--- src/rtl/adder_req_arbiter.sv ---
// Round-robin arbiter sharing one pipelined adder/ALU among NUM_REQ requesters.
// Issues the winner's operands, waits out the ALU latency, and returns a tagged result over valid/ready.
module adder_req_arbiter #(
  parameter int unsigned NUM_REQ = 4,
  parameter int unsigned DATA_W  = 4,
  parameter int unsigned OP_W    = 2,
  parameter int unsigned RES_W   = 5,
  parameter int unsigned ADD_LAT = 1,
  parameter int unsigned ID_W    = 2
) (
  input  logic                      clk,
  input  logic                      reset,
  input  logic [NUM_REQ-1:0]        req,
  input  logic [NUM_REQ*DATA_W-1:0] req_a,
  input  logic [NUM_REQ*DATA_W-1:0] req_b,
  input  logic [NUM_REQ*OP_W-1:0]   req_op,
  output logic [NUM_REQ-1:0]        gnt,
  output logic                      rsp_valid,
  input  logic                      rsp_ready,
  output logic [ID_W-1:0]           rsp_id,
  output logic [RES_W-1:0]          rsp_data,
  output logic [DATA_W-1:0]         alu_a,
  output logic [DATA_W-1:0]         alu_b,
  output logic [OP_W-1:0]           alu_opcode,
  input  logic [RES_W-1:0]          alu_c,
  output logic                      busy
);

  localparam int unsigned CNT_W = (ADD_LAT > 0) ? $clog2(ADD_LAT + 1) : 1;

  typedef enum logic [1:0] {S_IDLE, S_WAIT, S_RESP} state_t;

  state_t              state, next_state;
  logic [CNT_W-1:0]    cnt, cnt_d;
  logic [ID_W-1:0]     ptr, ptr_d;
  logic [ID_W-1:0]     winner;
  logic                any_req;
  logic [NUM_REQ-1:0]  gnt_d;
  logic                rsp_valid_d;
  logic [ID_W-1:0]     rsp_id_d;
  logic [RES_W-1:0]    rsp_data_d;
  logic [DATA_W-1:0]   alu_a_d, alu_b_d;
  logic [OP_W-1:0]     alu_opcode_d;

  logic [DATA_W-1:0]   a_arr  [NUM_REQ];
  logic [DATA_W-1:0]   b_arr  [NUM_REQ];
  logic [OP_W-1:0]     op_arr [NUM_REQ];

  for (genvar g = 0; g < NUM_REQ; g++) begin : g_unpack
    assign a_arr[g]  = req_a[g*DATA_W +: DATA_W];
    assign b_arr[g]  = req_b[g*DATA_W +: DATA_W];
    assign op_arr[g] = req_op[g*OP_W +: OP_W];
  end

  // First set request after the last winner, wrapping modulo NUM_REQ.
  always_comb begin
    int unsigned idx_full;
    logic [ID_W-1:0] idx;
    winner   = ptr;
    any_req  = 1'b0;
    idx_full = 0;
    idx      = '0;
    for (int unsigned k = 1; k <= NUM_REQ; k++) begin
      idx_full = (32'(ptr) + k) % NUM_REQ;
      idx      = ID_W'(idx_full);
      if (!any_req && req[idx]) begin
        any_req = 1'b1;
        winner  = idx;
      end
    end
  end

  always_ff @(posedge clk) begin
    if (reset) state <= S_IDLE;
    else       state <= next_state;
  end

  always_comb begin
    next_state = state;
    case (state)
      S_IDLE:  if (any_req)      next_state = S_WAIT;
      S_WAIT:  if (cnt == '0)    next_state = S_RESP;
      S_RESP:  if (rsp_ready)    next_state = S_IDLE;
      default:                   next_state = S_IDLE;
    endcase
  end

  // Next values of the registered outputs and bookkeeping.
  always_comb begin
    gnt_d        = '0;
    rsp_valid_d  = rsp_valid;
    rsp_id_d     = rsp_id;
    rsp_data_d   = rsp_data;
    alu_a_d      = alu_a;
    alu_b_d      = alu_b;
    alu_opcode_d = alu_opcode;
    cnt_d        = cnt;
    ptr_d        = ptr;
    case (state)
      S_IDLE: begin
        if (any_req) begin
          gnt_d        = NUM_REQ'(1) << winner;
          alu_a_d      = a_arr[winner];
          alu_b_d      = b_arr[winner];
          alu_opcode_d = op_arr[winner];
          rsp_id_d     = winner;
          ptr_d        = winner;
          cnt_d        = CNT_W'(ADD_LAT);
        end
      end
      S_WAIT: begin
        if (cnt == '0) begin
          rsp_data_d  = alu_c;
          rsp_valid_d = 1'b1;
        end else begin
          cnt_d = cnt - CNT_W'(1);
        end
      end
      S_RESP: begin
        if (rsp_ready) rsp_valid_d = 1'b0;
      end
      default: ;
    endcase
  end

  always_ff @(posedge clk) begin
    if (reset) begin
      gnt        <= '0;
      rsp_valid  <= 1'b0;
      rsp_id     <= '0;
      rsp_data   <= '0;
      alu_a      <= '0;
      alu_b      <= '0;
      alu_opcode <= '0;
      cnt        <= '0;
      ptr        <= ID_W'(NUM_REQ - 1);
      busy       <= 1'b0;
    end else begin
      gnt        <= gnt_d;
      rsp_valid  <= rsp_valid_d;
      rsp_id     <= rsp_id_d;
      rsp_data   <= rsp_data_d;
      alu_a      <= alu_a_d;
      alu_b      <= alu_b_d;
      alu_opcode <= alu_opcode_d;
      cnt        <= cnt_d;
      ptr        <= ptr_d;
      busy       <= (next_state != S_IDLE);
    end
  end

endmodule
--- config.mk ---
export PLATFORM = sky130hd
export DESIGN_NAME = adder_req_arbiter
export DESIGN_NICKNAME = d
export VERILOG_FILES = /design/src/rtl/adder_req_arbiter.sv
export SDC_FILE = /design/constraint.sdc
export NUM_CORES = 1
export LEC_CHECK = 0
export BUFFER_PORTS_ARGS = -buffer_cell sky130_fd_sc_hd__buf_2
export CAP_MARGIN = 10
export CORE_AREA = 2 2 59 61
export DETAILED_ROUTE_END_ITERATION = 16
export DIE_AREA = 0 0 61 63
export HOLD_SLACK_MARGIN = 0.02
export PLACE_DENSITY = 0.84
export SETUP_SLACK_MARGIN = 0.05
export SYNTH_ARGS = -nofsm -noshare
export SYNTH_HDL_FRONTEND = slang
export SYNTH_SLANG_ARGS = --single-unit
--- constraint.sdc ---
create_clock -name clk -period 2.7 [get_ports clk]
set_clock_uncertainty 0.2 [all_clocks]
set_input_delay 0.54 -clock clk [delete_from_list [all_inputs] [get_ports clk]]
set_output_delay 0.54 -clock clk [all_outputs]
set_load 0.05 [all_outputs]
==> flow_summary_export.csv <==
group,metric,value,unit
worst_hold_path,worstHoldStart,"alu_c[1]",
floorplanning,coreArea,3230,um2
critical_path,reg2reg_setup_slack,580,ps
logic_synthesis,synth_seq_area_share,40.4,%
sta,max_freq,0.471,GHz
logic_synthesis,synthTopCellsByArea,"dfxtp_1 40%, mux2i_1 11%, a21o_1 5.9%",
detailed_routing,routed_wirelength,3400,um
sta,slew_violations,0,
finish,syn2layout_area_growth,32.2,%
sta,min_period,2120,ps
clocking,htreeDepth,1,
detailed_routing,routedWlPerCell,12.4,um
clocking,cts_made_buffers,3,
finish,drive_gt1_share,38.6,%
global_routing,grt_max_degree,16,
global_routing,antenna_found_initial,0,
clocking,hold_buffers,0,
worst_hold_path,holdPathEnd,"rsp_data[1]",
clocking,clk_pin_slew,130,ps
detailed_routing,routed_via_density,5.25,
power_and_ir_drop,power_leakage,0.904,nW
sta,worstMarginPinSlew,797,ps
critical_path,r2r-start,"ptr[0]",
detailed_routing,drc_errors,0,
job,cap_viol_max_count,0,
sta,timing_hold_violations_final,0,
logic_synthesis,synth_cells,154,
clocking,cts_setup_buffers,0,
critical_path,r2r-end,"alu_b[1]",
critical_path,path_class,"reg2reg",
clocking,tritoncts,"done",
floorplanning,io_pins,75,
floorplanning,rows,21,
sta,setup_viol,0,
detailed_routing,vias,1439,
critical_path,crit_path_max_fanout,15,
critical_path,start_kind,"register",
clocking,cts_sinks,28,
critical_path,crit_required,2710,ps
critical_path,arrival,2130,ps
clocking,root_buffer,"clkbuf_4",
worst_hold_path,whs_path_depth,3,
sta,relSlewSlack,46.7,%
finish,antenna_cells,0,
sta,setup_tns,0,ps
logic_synthesis,synth.top_cell.area_share,40.4,%
logic_synthesis,synth_area,1390,um2
placement,dp_worst_setup_slack,229,ps
floorplanning,die-area,3840,um2
sta,timing.final.ws_setup,577,ps
placement,place.gp.congestion,0.793,
finish,fin_nets,282,
logic_synthesis,yosysTopAreaCell,"dfxtp_1",
floorplanning,die_width,61,um
detailed_routing,drtIter0Drc,46,
power_and_ir_drop,power.density,671,nW/um2
floorplanning,die_y,63,um
status,status,"complete, no violations",
placement,dpl.hpwl,2640,um
global_routing,grt_pass1_vias,1308,
critical_path,reg2reg_depth,5,
power_and_ir_drop,ir_drop,261,uV
clocking,cts_resized,0,
global_routing,grt_pass1_wl,5530,um
logic_synthesis,yosys.cell_types.count,32,
detailed_routing,final_antenna_net_count,0,
placement,io_buffers,74,
sta,min_period_over_period,78.6,%
logic_synthesis,syn_nets,206,
worst_hold_path,hold_path.class,"in2reg",
sta,rsz0062_at_grt,"no",
critical_path,endpoint_kind,"register",
global_routing,grt_use_total,18.4,%
clocking,cts_buffer_depth,2,
floorplanning,start_util,43.0,%
logic_synthesis,yosys_register_bits,28,
logic_synthesis,yosysWarningCount,0,
clocking,clock_latency,330,ps
global_routing,grt_overflow,0,
detailed_routing,drt_pass1_iterations,4,
logic_synthesis,syn_avg_cell_area,9.02,um2
## area by class of cell
type	count	area [um2]
multi-input cells	115	776
inverters	3	11.3
fillers	326	1400
clock buffers	3	22.5
repair buffers	79	408
well taps	46	57.6
flip-flops and latches	28	561
## routing by layer
layer | vias to the layer above | part of all wire (%) | GRT usage [%]
li1 | 723 | - | -
met1 | 667 | 43 | 24.9
met2 | 44 | 51 | 29.6
met3 | 5 | 4.9 | 2.90
met4 | 0 | 1.3 | 5.71
met5 | - | 0 | 0
## critical path: stages, from the launching register on
cell      delay [ps]
dfxtp_1          420
nor2b_1           90
o21ba_2          310
nor3_4           640
mux2i_1          260
o211ai_1          90
## Yosys cell counts, drive strengths merged
cell,number
a2111oi,1
a211o,1
a211oi,1
a21o,11
a21oi,1
a31oi,1
and2,1
buf,5
clkbuf,3
dfxtp,28
inv,3
mux2i,15
nand2,15
nand4,11
nor2,16
nor2b,5
nor3,3
nor4,2
o211ai,10
o21a,1
o21ai,2
o21ba,1
o21bai,3
o221a,1
o31a,1
o31ai,10
or2,1
or3b,1
## flip-flops by register name, indices dropped and copies added (netlist names)
register    count
state           2
alu_opcode      2
rsp_data        5
alu_b           4
alu_a           4
busy            1
cnt             1
rsp_valid       1
rsp_id          2
gnt             4
ptr             2
## cells in the final DEF (no fill, tap or decap), drive strengths merged
cell type | netlist | routed
or3b | 1 | 1
nand2 | 15 | 15
nor2 | 16 | 16
a21oi | 1 | 1
nand4 | 11 | 11
a2111oi | 1 | 1
o21ai | 2 | 2
o31a | 1 | 1
a211oi | 1 | 1
and2 | 1 | 1
inv | 3 | 3
nor4 | 2 | 2
o21a | 1 | 1
a31oi | 1 | 1
o221a | 1 | 1
a211o | 1 | 1
buf | 5 | 79
nor2b | 5 | 5
mux2i | 15 | 15
or2 | 1 | 1
dfxtp | 28 | 28
nor3 | 3 | 3
o21bai | 3 | 3
clkbuf | 3 | 3
o21ba | 1 | 1
o31ai | 10 | 10
a21o | 11 | 11
o211ai | 10 | 10
## where the power goes
group	total [W]	internal (W)	switching (W)	leakage, nW
combinational	0.000546	0.000180	0.000367	0.659
sequential	0.000515	0.000479	0.0000356	0.231
clock	0.000170	0.0000524	0.000118	0.0138
total	0.00123	0.000711	0.000520	0.904
## worst max-delay path by stage
stage                          endpoint  cells after the start   start
after floorplan                alu_a[2]                      6  req[3]
after global placement         alu_a[0]                      6  req[1]
after detailed placement       alu_b[0]                      6  req[1]
after CTS                 alu_opcode[0]                      5  ptr[0]
after global routing           alu_b[1]                      5  ptr[0]
final                          alu_b[1]                      5  ptr[0]
## cell families after synthesis
family          share of synthesized area (%)
compound gates                           24.4
simple gates                             20.6
flops                                    40.4
buf+inv                                  3.78
mux                                      10.8
## stage by stage
step / util, % / hold slack, ps / instances / power [W] / instance area (um2)
after floorplan: - / 328 / 154 / 0.000936 / 1390
after global placement: 56.1 / 240 / 271 / 0.00107 / 1810
after detailed placement: 56.1 / 244 / 271 / 0.00107 / 1810
after CTS: 56.8 / 242 / 274 / 0.00124 / 1840
after global routing: 56.8 / 274 / 274 / 0.00130 / 1840
final: 56.8 / 250 / 274 / 0.00123 / 1840
Power figures use the tool's default switching activity.
